--- src/rtl/qam_pkg.sv ---
// Shared QAM definitions: mode codes, bits per symbol, Gray levels and the constellation map.
// Also used by the receiver-side model, so the 16QAM constellation lives here and only here.
package qam_pkg;

    localparam logic MOD_QPSK  = 1'b0;
    localparam logic MOD_16QAM = 1'b1;

    localparam int BITS_QPSK  = 2;
    localparam int BITS_16QAM = 4;

    localparam logic signed [2:0] LVL_M3 = -3'sd3;
    localparam logic signed [2:0] LVL_M1 = -3'sd1;
    localparam logic signed [2:0] LVL_P1 = 3'sd1;
    localparam logic signed [2:0] LVL_P3 = 3'sd3;

    typedef struct packed {
        logic signed [2:0] i;
        logic signed [2:0] q;
    } iq_t;

    function automatic logic signed [2:0] gray_level(input logic [1:0] g);
        case (g)
            2'b00:   gray_level = LVL_M3;
            2'b01:   gray_level = LVL_M1;
            2'b11:   gray_level = LVL_P1;
            default: gray_level = LVL_P3;
        endcase
    endfunction

    // QPSK only looks at word[1:0]; the upper bits are don't-care there.
    function automatic iq_t gray_map(input logic mode, input logic [3:0] word);
        iq_t r;
        if (mode == MOD_16QAM) begin
            r.i = gray_level(word[3:2]);
            r.q = gray_level(word[1:0]);
        end else begin
            r.i = word[1] ? LVL_P3 : LVL_M3;
            r.q = word[0] ? LVL_P3 : LVL_M3;
        end
        return r;
    endfunction

endpackage

--- src/rtl/qam_gray_map.sv ---
// Combinational Gray mapper: {mode, word} to sign-extended I/Q levels.
// Latency: none (pure combinational).
// Backpressure: none; follows its inputs every cycle.
module qam_gray_map
    import qam_pkg::*;
#(
    parameter int LVL_W = 4
) (
    input  logic                    mode,
    input  logic [3:0]              word,
    output logic signed [LVL_W-1:0] i,
    output logic signed [LVL_W-1:0] q
);

    iq_t               m;
    logic signed [2:0] li;
    logic signed [2:0] lq;

    assign m  = gray_map(mode, word);
    assign li = m.i;
    assign lq = m.q;
    assign i  = LVL_W'(li);
    assign q  = LVL_W'(lq);

endmodule

--- src/rtl/qam_symbol_mapper.sv ---
// Packs serial bits into QPSK/16QAM symbols and releases one mapped symbol per sym_tick.
// Latency: one clk_in cycle from sym_tick to i_out/q_out/sym_valid (or underflow).
// Backpressure: bit_ready drops only for the completing bit while the one-symbol buffer is full.
module qam_symbol_mapper
    import qam_pkg::*;
#(
    parameter int LVL_W = 4
) (
    input  logic                    clk_in,
    input  logic                    rst,
    input  logic                    mod_type,
    input  logic                    bit_in,
    input  logic                    bit_valid,
    output logic                    bit_ready,
    input  logic                    sym_tick,
    output logic signed [LVL_W-1:0] i_out,
    output logic signed [LVL_W-1:0] q_out,
    output logic                    sym_valid,
    output logic                    underflow
);

    localparam logic [1:0] LAST_QPSK  = 2'(BITS_QPSK - 1);
    localparam logic [1:0] LAST_16QAM = 2'(BITS_16QAM - 1);

    logic [1:0] cnt;
    logic [3:0] shreg;
    logic       mode_lat;
    logic [3:0] hold_word;
    logic       hold_mode;
    logic       hold_full;

    logic       cur_mode;
    logic       last;
    logic       xfer;
    logic       complete;
    logic [3:0] next_word;

    logic signed [LVL_W-1:0] map_i;
    logic signed [LVL_W-1:0] map_q;

    // The first bit of a symbol decides its mode; later bits use the latched copy.
    assign cur_mode  = (cnt == 2'd0) ? mod_type : mode_lat;
    assign last      = (cnt == ((cur_mode == MOD_16QAM) ? LAST_16QAM : LAST_QPSK));
    assign bit_ready = !(last && hold_full && !sym_tick);
    assign xfer      = bit_valid && bit_ready;
    assign complete  = xfer && last;
    assign next_word = {shreg[2:0], bit_in};

    qam_gray_map #(.LVL_W(LVL_W)) u_map (
        .mode (hold_mode),
        .word (hold_word),
        .i    (map_i),
        .q    (map_q)
    );

    always_ff @(posedge clk_in) begin
        if (rst) begin
            cnt       <= '0;
            shreg     <= '0;
            mode_lat  <= MOD_QPSK;
            hold_word <= '0;
            hold_mode <= MOD_QPSK;
            hold_full <= 1'b0;
            i_out     <= '0;
            q_out     <= '0;
            sym_valid <= 1'b0;
            underflow <= 1'b0;
        end else begin
            sym_valid <= 1'b0;
            underflow <= 1'b0;

            if (xfer) begin
                if (cnt == 2'd0) begin
                    mode_lat <= mod_type;
                end
                if (complete) begin
                    cnt       <= '0;
                    shreg     <= '0;
                    hold_word <= next_word;
                    hold_mode <= cur_mode;
                end else begin
                    cnt   <= cnt + 2'd1;
                    shreg <= next_word;
                end
            end

            // Old held symbol is read out on the same edge a new one may overwrite it.
            if (sym_tick) begin
                if (hold_full) begin
                    i_out     <= map_i;
                    q_out     <= map_q;
                    sym_valid <= 1'b1;
                end else begin
                    i_out     <= '0;
                    q_out     <= '0;
                    underflow <= 1'b1;
                end
            end

            if (complete) begin
                hold_full <= 1'b1;
            end else if (sym_tick) begin
                hold_full <= 1'b0;
            end
        end
    end

endmodule

--- config.mk ---
export PLATFORM = sky130hd
export DESIGN_NAME = qam_symbol_mapper
export DESIGN_NICKNAME = d
export VERILOG_FILES = /design/src/rtl/qam_pkg.sv /design/src/rtl/qam_gray_map.sv /design/src/rtl/qam_symbol_mapper.sv
export SDC_FILE = /design/constraint.sdc
export NUM_CORES = 1
export LEC_CHECK = 0
export ABC_CLOCK_PERIOD_IN_PS = 1900
export CAP_MARGIN = 5
export CORE_AREA = 2 2 45 47
export CTS_BUF_LIST = sky130_fd_sc_hd__clkbuf_8 sky130_fd_sc_hd__clkbuf_16
export CTS_CLUSTER_DIAMETER = 200
export DETAILED_ROUTE_END_ITERATION = 7
export DIE_AREA = 0 0 47 49
export MAX_ROUTING_LAYER = met4
export PLACE_DENSITY_LB_ADDON = 0.15
export SETUP_SLACK_MARGIN = 0.3
export SYNTH_ARGS = -nofsm -noshare
export SYNTH_HDL_FRONTEND = slang
export SYNTH_SLANG_ARGS = --single-unit
--- constraint.sdc ---
create_clock -name clk_in -period 1.9 [get_ports clk_in]
set_input_delay 0.475 -clock clk_in [delete_from_list [all_inputs] [get_ports clk_in]]
set_output_delay 0.475 -clock clk_in [all_outputs]
set_load 0.01 [all_outputs]
; Word level (Yosys, flattened, before mapping)
; Cells that the tools add are included.
[classes]
add_sub_neg = 1
n_eq_ne = 5
n_mux = 15
bitwise_logic = 1
reduce_logical = 12
[op_table]
columns = operator, count
row1 = $pmux 3 s3, 2
row2 = $mux 3, 3
row3 = $mux 4, 2
row4 = $logic_not 2->1, 3
row5 = $mux 6, 1
row6 = $mux 1, 5
row7 = $eq 2x1->1 const B, 2
row8 = $eq 2x2->1 const B, 2
row9 = $logic_and 1x1->1, 4
row10 = $mux 2, 2
row11 = $add 2x1->2 const B, 1
row12 = $eq 2x2->1, 1
row13 = $logic_not 1->1, 2
row14 = $reduce_and 2->1, 1
row15 = $reduce_bool 2->1, 1
row16 = $reduce_or 2->1, 1
row17 = $not 1->1, 1
[totals]
register_bits = 22
input_bits = 6
output_inout_bits = 11
word_cells = 44

; Logic depth before layout (Yosys ltp)
; Gate-level depths: netlist (run 1).
[logic_depth]
word_depth = 10
mapped_depth = 7
ltp_nobuf = 6

; Hierarchy
; Synthesis (run 1) repeated with hierarchy kept, for this count alone.
[unflattened]
cells_unflattened = 110
area_unflattened_um2 = 982.2
[modules_own_cells]
columns = module, instances, cells_each, area_per_inst_um2, seq_area_each_um2
row1 = qam_symbol_mapper, 1, 93, 849.6, 440.4
row2 = qam_gray_map, 1, 17, 132.6, 0.0

; Least setup slack after synthesis (run 1)
; OpenSTA, ideal clock, no wires.
[synth_path]
path_kind = register to output
from = reg cnt[0]
to = out bit_ready
t_arrival_ns = 1.327
t_required_ns = 1.425
setup_slack_ns = 0.098
path_stages_with_launch = 6
path_buffers = 0
cell_sequence = dfxtp_1 -> inv_1 -> ha_1 -> mux2i_1 -> mux2i_1 -> nand2_1
[synth_via]
elab_chain_len = 7
[synth_lines]
columns = element, line
row1 = "start, declared", qam_symbol_mapper.sv:25  ; logic [1:0] cnt;
row2 = "start signal, assigned", qam_symbol_mapper.sv:82  ; cnt <= cnt + 2'd1;
row3 = $logic_not 2->1, qam_symbol_mapper.sv:42  ; assign cur_mode = (cnt == 2'd0) ? mod_type : mode_lat;
row4 = $mux 1, n/a
row5 = $mux 2, qam_symbol_mapper.sv:43  ; assign last = (cnt == ((cur_mode == MOD_16QAM) ? LAST_16QAM : LAST_QPSK));
row6 = $eq 2x2->1 *, qam_symbol_mapper.sv:43
row7 = $logic_and 1x1->1 * (2 in series), qam_symbol_mapper.sv:44  ; assign bit_ready = !(last && hold_full && !sym_tick);
row8 = $logic_not 1->1 *, qam_symbol_mapper.sv:44
row9 = "end, declared", qam_symbol_mapper.sv:14  ; output logic bit_ready,
; Every way passes the cells marked *; elsewhere a longest branch is shown, timed or not.

; Worst setup path after layout (run 1)
; Same ends and word-level chain as after synthesis.

==> results of run 1 <==
-- area by class of cell --
| cell class | count | share of cell area, % |
|---|---|---|
| repair buffers | 26 | 19.2 |
| multi-input cells | 62 | 39.3 |
| well taps | 27 | 2.87 |
| clock buffers | 3 | 3.50 |
| inverters | 7 | 2.23 |
| flip-flops and latches | 19 | 32.5 |
| clock inverters | 1 | 0.425 |
-- how the worst max path moves through the flow --
stage / endpoint / startpoint / slack (ns)
finish: bit_ready / cnt[0] / -0.04
detailed placement: bit_ready / mod_type / -0.47
floorplan: bit_ready / cnt[1] / 0.22
global route: bit_ready / cnt[0] / -0.13
CTS: bit_ready / cnt[1] / -0.05
global placement: bit_ready / mod_type / -0.46
-- flip-flops by register name, indices dropped and copies added, names as in the netlist, 2 cells and up --
| name | cells |
|---|---|
| hold_word | 4 |
| i_out | 3 |
| shreg | 3 |
| cnt | 2 |
| q_out | 2 |
-- where the power goes --
part           internal (W)  switching [W]  total (W)  leakage, nW
Combinational     0.0000699      0.0000576   0.000127        0.337
Clock              0.000145       0.000131   0.000276       0.0255
Sequential         0.000412     0.00000795   0.000420        0.155
-- critical path, cell delays in order, from the launching register on --
cell     delay [ns]
dfxtp_2        0.33
inv_2          0.07
ha_4           0.14
mux2i_4        0.24
mux2i_2        0.24
nand2_1        0.06
buf_2          0.14
-- metal layers --
layer / share of wire [%] / up-vias
met1: 45 / 333
met4: 0.49 / 0
met2: 49 / 21
met5: 0 / -
li1: - / 362
met3: 5.6 / 2
-- logic make-up after synthesis --
logic type               after synthesis  share of synthesized area [%]
multiplexers                           9                           10.5
buffers and inverters                 14                           7.61
AO/OA/AOI/OAI                         15                           12.2
AND/OR/NAND/NOR                       33                           18.3
XOR/XNOR                               1                           1.03
adder cells (fa/ha/maj)                4                           5.86
flip-flops                            19                           44.5
-- cell usage after synthesis (2+ instances only) --
library cell  instances
o22ai_1               3
nor2_1                3
buf_4                 3
nand2b_1              4
a21oi_1               4
nand2_1              16
inv_1                 7
clkbuf_1              3
and3_1                2
dfxtp_1              19
ha_1                  4
nor2b_1               3
nand3_1               3
mux2i_1               9
-- metrics by stage --
step                std cells  instance area (µm²)
global route              145                 1180
CTS                       143                 1140
detailed placement        138                 1080
finish                    145                 1180
global placement          138                 1080
floorplan                  95                  877
-- timing repair --
action                     CTS  global route
setup buffers                1             2
setup endpoints to repair   19            13
resized for setup           16             4
gates cloned                 0             0
==> out/qor.yml, run 1 <==
outcome:
  status: "finished with violations"
  violations: "setup timing"
setup_path:
  crit_type: "register to output port"
  crit_arrival_ns: 1.47
  r2r-start: "cnt[0]"
  rrSetupSlack_ns: 0.25
  critPathRequiredTime_ns: 1.42
  ff2ff_path_depth: 7
  r2r-end: "hold_word[2]"
  path_max_fanout: 2
  startpoint_type: "register"
  crit_path_end_kind: "output port"
clocking:
  clock-root-buffer: "clkbuf_8"
  hold_buffers: 0
  cts_tree: "built"
  cts_buffers: 3
  h-tree-depth: 1
  clkLatencyLatePin_ns: 0.25
  clkTransAtPathRegs_ns: 0.07
  clk_path_buf_depth: 2
  cts.sinks: 19
layout:
  area_growth_pct: 37.9
  final_nets: 129
  layout_commonest_cell: "dfxtp_1"
  seq_area_um2: 383
  multi_input_area_um2: 463
  layout_common_cells: "dfxtp_1, nand2_1, buf_4"
  fill_cells: 175
  drive_gt1_share_pct: 22.9
  diodes: 0
  fin_util_pct: 64.0
global_route:
  busiest_layer: "met2"
  overflow: 0
  grt_start_max_net_pins: 15
  use_met1_pct: 22.8
  met3_usage_pct: 3.33
  grt_use_met2_pct: 26.0
  grt_pass1_vias: 669
  antenna_found_initial: 0
  grtUsageTotal_pct: 17.0
  grt_pass1_wl_um: 2860
detailed_routing:
  avgViaCountPerCell: 4.95
  drt_pass1_iterations: 4
  num_vias: 718
  wl_um: 1650
  drt_iter0_drc: 8
  ant_nets: 0
  drc: 0
  post_drt_wl_per_cell_um: 11.4
die:
  std_cell_rows: 16
  core_um2: 1840
  die_height_um: 49
  dieArea_um2: 2300
  ioPinCount: 17
  initial_core_util_pct: 46.4
  die_w_um: 47
sta:
  drv_slew: 0
  hold-worst-slack_ns: 0.467
  period_needed_ns: 1.94
  rsz0062_at_grt: "true"
  fin_skew_ns: 0.000961
  finalSetupViolCount: 1
  relSlewSlack_pct: 76.8
  setup_tns_ns: -0.0434
  hold_violations: 0
  period_share_pct: 102
  worstMarginPinSlew_ns: 0.346
  setup_slack_ns: -0.0434
  fmax_mhz: 515
logic_synthesis:
  ys_seq_area_share_pct: 44.5
  synth.area.top_cells: "dfxtp_1, mux2i_1, nand2_1, ha_1, inv_1"
  synth-async-reset-ratio_pct: 0
  synth-edff-count: 0
  synth_nets: 105
  synth-warning-count: 0
  yosys.area.top_type: "dfxtp_1"
  syn_avg_cell_area_um2: 9.00
  ys.flop_type: "dfxtp_1"
  syn_area_um2: 855
  ys_types: 26
  synthCells: 95
  synth.top_cell.area_share_pct: 44.5
  ys_seq_elements: 19
placement:
  dp_slack_ns: -0.470
  portBuffers: 16
  dpl.hpwl_um: 1140
  gp_congestion: 0.777
power:
  irDropWorstVdd_mv: 0.470
  power_density_nw_per_um2: 699
  p_leak_nw: 0.517
  total_power_w: 0.000824
min_path:
  holdPathEnd: "q_out[1]"
  hold_path_depth: 2
  worstHoldStart: "q_out[1]"
  hold_class: "register to register"
flow_run:
  drv_cap: 0
No activity file was read; power rests on OpenSTA's default activity.
==> run 2, diff against run 1 <==
--- a/config.mk
+++ b/config.mk
@@ -12,6 +12,7 @@
 export CTS_CLUSTER_DIAMETER = 200
 export DETAILED_ROUTE_END_ITERATION = 7
 export DIE_AREA = 0 0 47 49
+export GPL_TIMING_DRIVEN = 1
 export MAX_ROUTING_LAYER = met4
 export PLACE_DENSITY_LB_ADDON = 0.15
 export SETUP_SLACK_MARGIN = 0.3
==> results of run 2 <==
The final DEF is identical to that of run 1; final timing and power are the same.
